$ cat config.mk
export PLATFORM = sky130hd
export DESIGN_NAME = nonrestoring_divider
export DESIGN_NICKNAME = d
export VERILOG_FILES = /design/src/rtl/alu_pkg.sv /design/src/rtl/nonrestoring_divider.sv
export SDC_FILE = /design/constraint.sdc
export NUM_CORES = 1
export LEC_CHECK = 0
export ABC_AREA = 1
export BUFFER_PORTS_ARGS = -buffer_cell sky130_fd_sc_hd__buf_2
export CORE_MARGIN = 2
export CORE_UTILIZATION = 53
export CTS_CLUSTER_SIZE = 8
export DETAILED_ROUTE_END_ITERATION = 8
export GPL_ROUTABILITY_DRIVEN = 0
export GPL_TIMING_DRIVEN = 0
export HOLD_SLACK_MARGIN = 0.06
export PLACE_DENSITY = 0.87
export SYNTH_ARGS = -nofsm -noshare
export SYNTH_HDL_FRONTEND = slang
export SYNTH_SLANG_ARGS = --single-unit
$ cat constraint.sdc
create_clock -name clk -period 3.61 [get_ports clk]
set_input_delay 0.9025 -clock clk [delete_from_list [all_inputs] [get_ports clk]]
set_output_delay 0.9025 -clock clk [all_outputs]
set_load 0.01 [all_outputs]
$ cat src/rtl/alu_pkg.sv
// alu_pkg: shared FSM encoding, adder opcodes and width helper for the divider/ALU slice
package alu_pkg;

    typedef enum logic [1:0] {
        IDLE = 2'd0,
        RUN  = 2'd1,
        FIX  = 2'd2,
        DONE = 2'd3
    } state_t;

    localparam logic OP_ADD = 1'b1;
    localparam logic OP_SUB = 1'b0;

    function automatic int clog2(input int v);
        int r;
        r = 0;
        while ((1 << r) < v) r++;
        return r;
    endfunction

endpackage

$ cat src/rtl/nonrestoring_divider.sv
// nonrestoring_divider: multi-cycle unsigned divider driving an external WIDTH+1 adder/subtractor.
// Optional macro DIV_ZERO_TRAP_EN: a zero divisor skips the iterations and flags div_by_zero.
module nonrestoring_divider
    import alu_pkg::*;
#(
    parameter int WIDTH = 32
) (
    input  logic             clk,
    input  logic             rst_n,
    input  logic             in_valid,
    output logic             in_ready,
    input  logic [WIDTH-1:0] dividend,
    input  logic [WIDTH-1:0] divisor,
    output logic             out_valid,
    input  logic             out_ready,
    output logic [WIDTH-1:0] quotient,
    output logic [WIDTH-1:0] remainder,
    output logic             div_by_zero,
    output logic [WIDTH:0]   add_a,
    output logic [WIDTH:0]   add_b,
    output logic             add_op,
    input  logic [WIDTH:0]   add_result
);

    localparam int CW = (clog2(WIDTH) > 0) ? clog2(WIDTH) : 1;

    state_t          r_state;
    logic [WIDTH-1:0] r_q;
    logic [WIDTH-1:0] r_d;
    logic [WIDTH:0]   r_r;
    logic [CW-1:0]    r_count;
    logic             r_in_ready;
    logic             r_out_valid;
    logic             w_trap;

`ifdef DIV_ZERO_TRAP_EN
    logic r_dz;

    assign w_trap      = (divisor == '0);
    assign div_by_zero = r_dz;

    // Remember whether the accepted operation was a trapped divide-by-zero
    always_ff @(posedge clk or negedge rst_n) begin
        if (!rst_n)
            r_dz <= 1'b0;
        else if (r_state == IDLE && in_valid)
            r_dz <= w_trap;
    end
`else
    assign w_trap      = 1'b0;
    assign div_by_zero = 1'b0;
`endif

    assign in_ready  = r_in_ready;
    assign out_valid = r_out_valid;
    assign quotient  = r_q;
    assign remainder = r_r[WIDTH-1:0];

    // Control FSM plus quotient/partial-remainder datapath, one add/sub per RUN cycle
    always_ff @(posedge clk or negedge rst_n) begin
        if (!rst_n) begin
            r_state     <= IDLE;
            r_q         <= '0;
            r_d         <= '0;
            r_r         <= '0;
            r_count     <= '0;
            r_in_ready  <= 1'b1;
            r_out_valid <= 1'b0;
        end else begin
            case (r_state)
                IDLE: if (in_valid) begin
                    r_in_ready <= 1'b0;
                    r_d        <= divisor;
                    r_count    <= CW'(WIDTH - 1);
                    if (w_trap) begin
                        r_q         <= '1;
                        r_r         <= {1'b0, dividend};
                        r_out_valid <= 1'b1;
                        r_state     <= DONE;
                    end else begin
                        r_q     <= dividend;
                        r_r     <= '0;
                        r_state <= RUN;
                    end
                end
                RUN: begin
                    r_r <= add_result;
                    r_q <= {r_q[WIDTH-2:0], ~add_result[WIDTH]};
                    if (r_count == '0)
                        r_state <= FIX;
                    else
                        r_count <= r_count - 1'b1;
                end
                FIX: begin
                    if (r_r[WIDTH])
                        r_r <= add_result;
                    r_out_valid <= 1'b1;
                    r_state     <= DONE;
                end
                DONE: if (out_ready) begin
                    r_out_valid <= 1'b0;
                    r_in_ready  <= 1'b1;
                    r_state     <= IDLE;
                end
                default: r_state <= IDLE;
            endcase
        end
    end

    // Adder operands: shifted remainder step in RUN, negative-remainder correction in FIX
    always_comb begin
        add_a  = '0;
        add_b  = '0;
        add_op = OP_ADD;
        if (r_state == RUN) begin
            add_a  = {r_r[WIDTH-1:0], r_q[WIDTH-1]};
            add_b  = {1'b0, r_d};
            add_op = r_r[WIDTH] ? OP_ADD : OP_SUB;
        end else if (r_state == FIX) begin
            add_a  = r_r;
            add_b  = {1'b0, r_d};
        end
    end

endmodule

==> impl_metrics.csv <==
group,metric,value,unit
logic_synthesis,synthDistinctLibCells,27,
critical_path,start_kind,"register",
timing,fin_ws,500,ps
critical_path,cp_cell_sequence,"inv_1 -> ha_1 -> buf_6 -> inv_4 -> nand2_1 -> clkbuf_1 -> o22ai_1 -> buf_2",
timing,rsz0062_at_grt,"no",
clock_tree,cts_root_buf,"clkbuf_8",
cells_and_area,area_growth,27.7,%
clock_tree,cts_made_buffers,9,
timing,finalCriticalPeriod,3110,ps
clock_tree,cts_tree,"done",
run_status,status,"completed",
timing,hold_viol,0,
critical_path,critPathArrivalTime,2210,ps
logic_synthesis,syn_avg_cell_area,7.77,sq um
cells_and_area,antenna_cells,0,
clock_tree,clockBufferDepth,2,
logic_synthesis,synth-seq-area-share,45.7,%
timing,tightest_slew,742,ps
floorplan,die_x,109,microns
grt,grt-ovfl-total,0,
cells_and_area,drive_gt1_share,35.6,%
detailed_routing,drt_first_pass_iters,5,
floorplan,rows,38,
clock_tree,htree_num_levels,3,
detailed_routing,viasPerCell,4.90,
floorplan,pin_count,235,
worst_hold_path,hold_class,"register to register",
power_and_ir_drop,power.total,7.13,mW
logic_synthesis,synthMuxAreaShare,0,%
clock_tree,hold_buffers,0,
cells_and_area,nets,1100,
clock_tree,cts_sinks,106,
logic_synthesis,synth_compound_area_share,16.9,%
logic_synthesis,synth_warnings,0,
floorplan,core_area,10700,sq um
grt,grt_pass1_wl,24.0,mm
detailed_routing,wl,15.5,mm
timing,max_freq,322,MHz
logic_synthesis,synthAdderAreaFrac,1.29,%
grt,grt_max_degree,57,
clock_tree,post_cts_resized,0,
power_and_ir_drop,power.leakage,4.15,nW
grt,grt.total_usage,25.9,%
floorplan,die_area,11800,sq um
floorplan,start_util,54.1,%
cells_and_area,final_cell_mix,"249 x buf_2, 223 x nand2_1, 108 x inv_1, 105 x dfrtp_1, 68 x nor2_1",
critical_path,end_kind,"primary output",
clock_tree,clkLatencyLatePin,360,ps
timing,drv_slew,0,
cells_and_area,layout_commonest_cell,"buf_2",
grt,antenna_found_initial,0,
detailed_routing,wire_per_inst,13.6,microns
run,cap_violations,0,
cells_and_area,postLayoutCoreUtil,69.1,%
detailed_routing,drt.antenna.violating_nets,0,
cells_and_area,n_fill_cell,907,
critical_path,path_class,"register to primary output",
timing,final.period_utilization,86.2,%
placement,hpwlAfterDp,11.7,mm
critical_path,path_max_fanout,10,
power_and_ir_drop,p_per_area,960,nW/um^2
critical_path,worst_ep_required_time,2710,ps
detailed_routing,drc,0,
logic_synthesis,synthCells,748,
timing,holdWs,490,ps
logic_synthesis,synth_top_family_by_area,"simple AND/OR/NAND/NOR gates",
floorplan,die_h,109,microns
detailed_routing,vias,5578,
logic_synthesis,syn-cell-area,5810,sq um
timing,setup_viol,0,
power_and_ir_drop,irDropWorstVdd,478,uV
grt,grt_pass1_vias,5063,
timing,relSlewSlack,50.5,%
detailed_routing,first_iter_violations,382,
logic_synthesis,ys_ff_latch,106,
logic_synthesis,synthXorXnorAreaFrac,0,%
clock_tree,postCtsSetupBuffers,0,
placement,io_buffer_count,232,
clock_tree,clkTransAtPathRegs,100,ps
critical_path,critical-path-max-stage-delay,420,ps
critical_path,cpMaxStageDelayCell,"dfrtp_1",
placement,pre_cts_slack,898,ps
timing,setup_tns,0,ps
logic_synthesis,synth_simple_gate_area_share,20.5,%
timing,finalClockSkew,7.40,ps
## flip-flops by register name, indices dropped and copies added (netlist names)
name,count
out_valid,1
quotient,32
r_count,5
r_d,32
r_r,33
in_ready,1
r_state,2
## per-stage QoR
step | cell area, sq um | instances
after floorplan | 5810 | 749
after detailed placement | 7180 | 1122
after global placement | 7150 | 1121
after CTS | 7420 | 1138
after global routing | 7420 | 1138
final | 7420 | 1138
## worst paths after layout
check | from | to | cells after the start | slack, ps
setup / recovery | r_state[1] | add_a[7] | 8 | 500
min in group asynchronous | rst_n | quotient[9] | 1 | 600
max in group asynchronous | rst_n | r_d[11] | 2 | 2310
hold reg to reg | r_count[4] | r_count[4] | 2 | 490
setup reg to reg | r_state[0] | r_r[19] | 7 | 1790
hold / removal | r_count[4] | r_count[4] | 2 | 490
## layout make-up
type                       instances  area (sq um)  area share [%]
multi-input combinational        455          2250            30.3
timing repair buffer             233          1190            16.0
sequential                       106          2650            35.8
clock buffer                       9           124            1.67
clock inverter                     7           118            1.58
tap                              140           175            2.36
buffer                            78           493            6.64
inverter                         110           415            5.60
## critical path: cells and delay by family (launching register included)
kind	cells	cell delay, ps
DFF	1	420
buffers and inverters	5	900
and+or+nand+nor	1	210
adders and majority gates	1	170
AOI/OAI and AO/OA	1	140
## cells in the mapped netlist
cell	instances	share of area [%]
dfstp_2	1	0.45
o22ai_1	32	3.4
inv_4	1	0.11
o21ai_2	15	2.3
clkbuf_1	17	1.1
o21ai_4	1	0.28
o211ai_1	11	1.4
nand2_2	2	0.22
buf_4	37	4.8
or2_2	3	0.32
nand3_1	12	1.0
nor2_1	68	4.4
buf_2	18	1.6
ha_1	6	1.3
o211ai_2	20	4.3
inv_2	1	0.065
o21ai_1	11	0.95
dfrtp_1	105	45
conb_1	1	0.065
buf_6	5	0.97
nand2_1	223	14
a21oi_1	3	0.26
nand4_1	1	0.11
a21oi_2	1	0.15
o21ai_0	44	3.8
inv_1	108	7.0
clkbuf_2	1	0.086
## routing by layer
metal / part of all wire (%) / track usage [%] / vias up
li1: - / - / 2786
met1: 42 / 32.6 / 2567
met5: 0 / 0 / -
met4: 1.7 / 9.43 / 0
met3: 7.6 / 6.04 / 19
met2: 48 / 43.7 / 206
## where the power goes
| group | internal, mW | leakage, nW | switching, mW |
|---|---|---|---|
| registers | 1.76 | 1.33 | 0.325 |
| logic | 1.58 | 2.69 | 2.59 |
| clock network | 0.461 | 0.123 | 0.409 |
## cells by family after synthesis
| family | count (synthesis) |
|---|---|
| other cells | 1 |
| compound gates | 138 |
| flops | 106 |
| simple gates | 309 |
| fa+ha+maj | 6 |
| buf+inv | 188 |
Note: power is estimated with default switching activity, not from simulation.
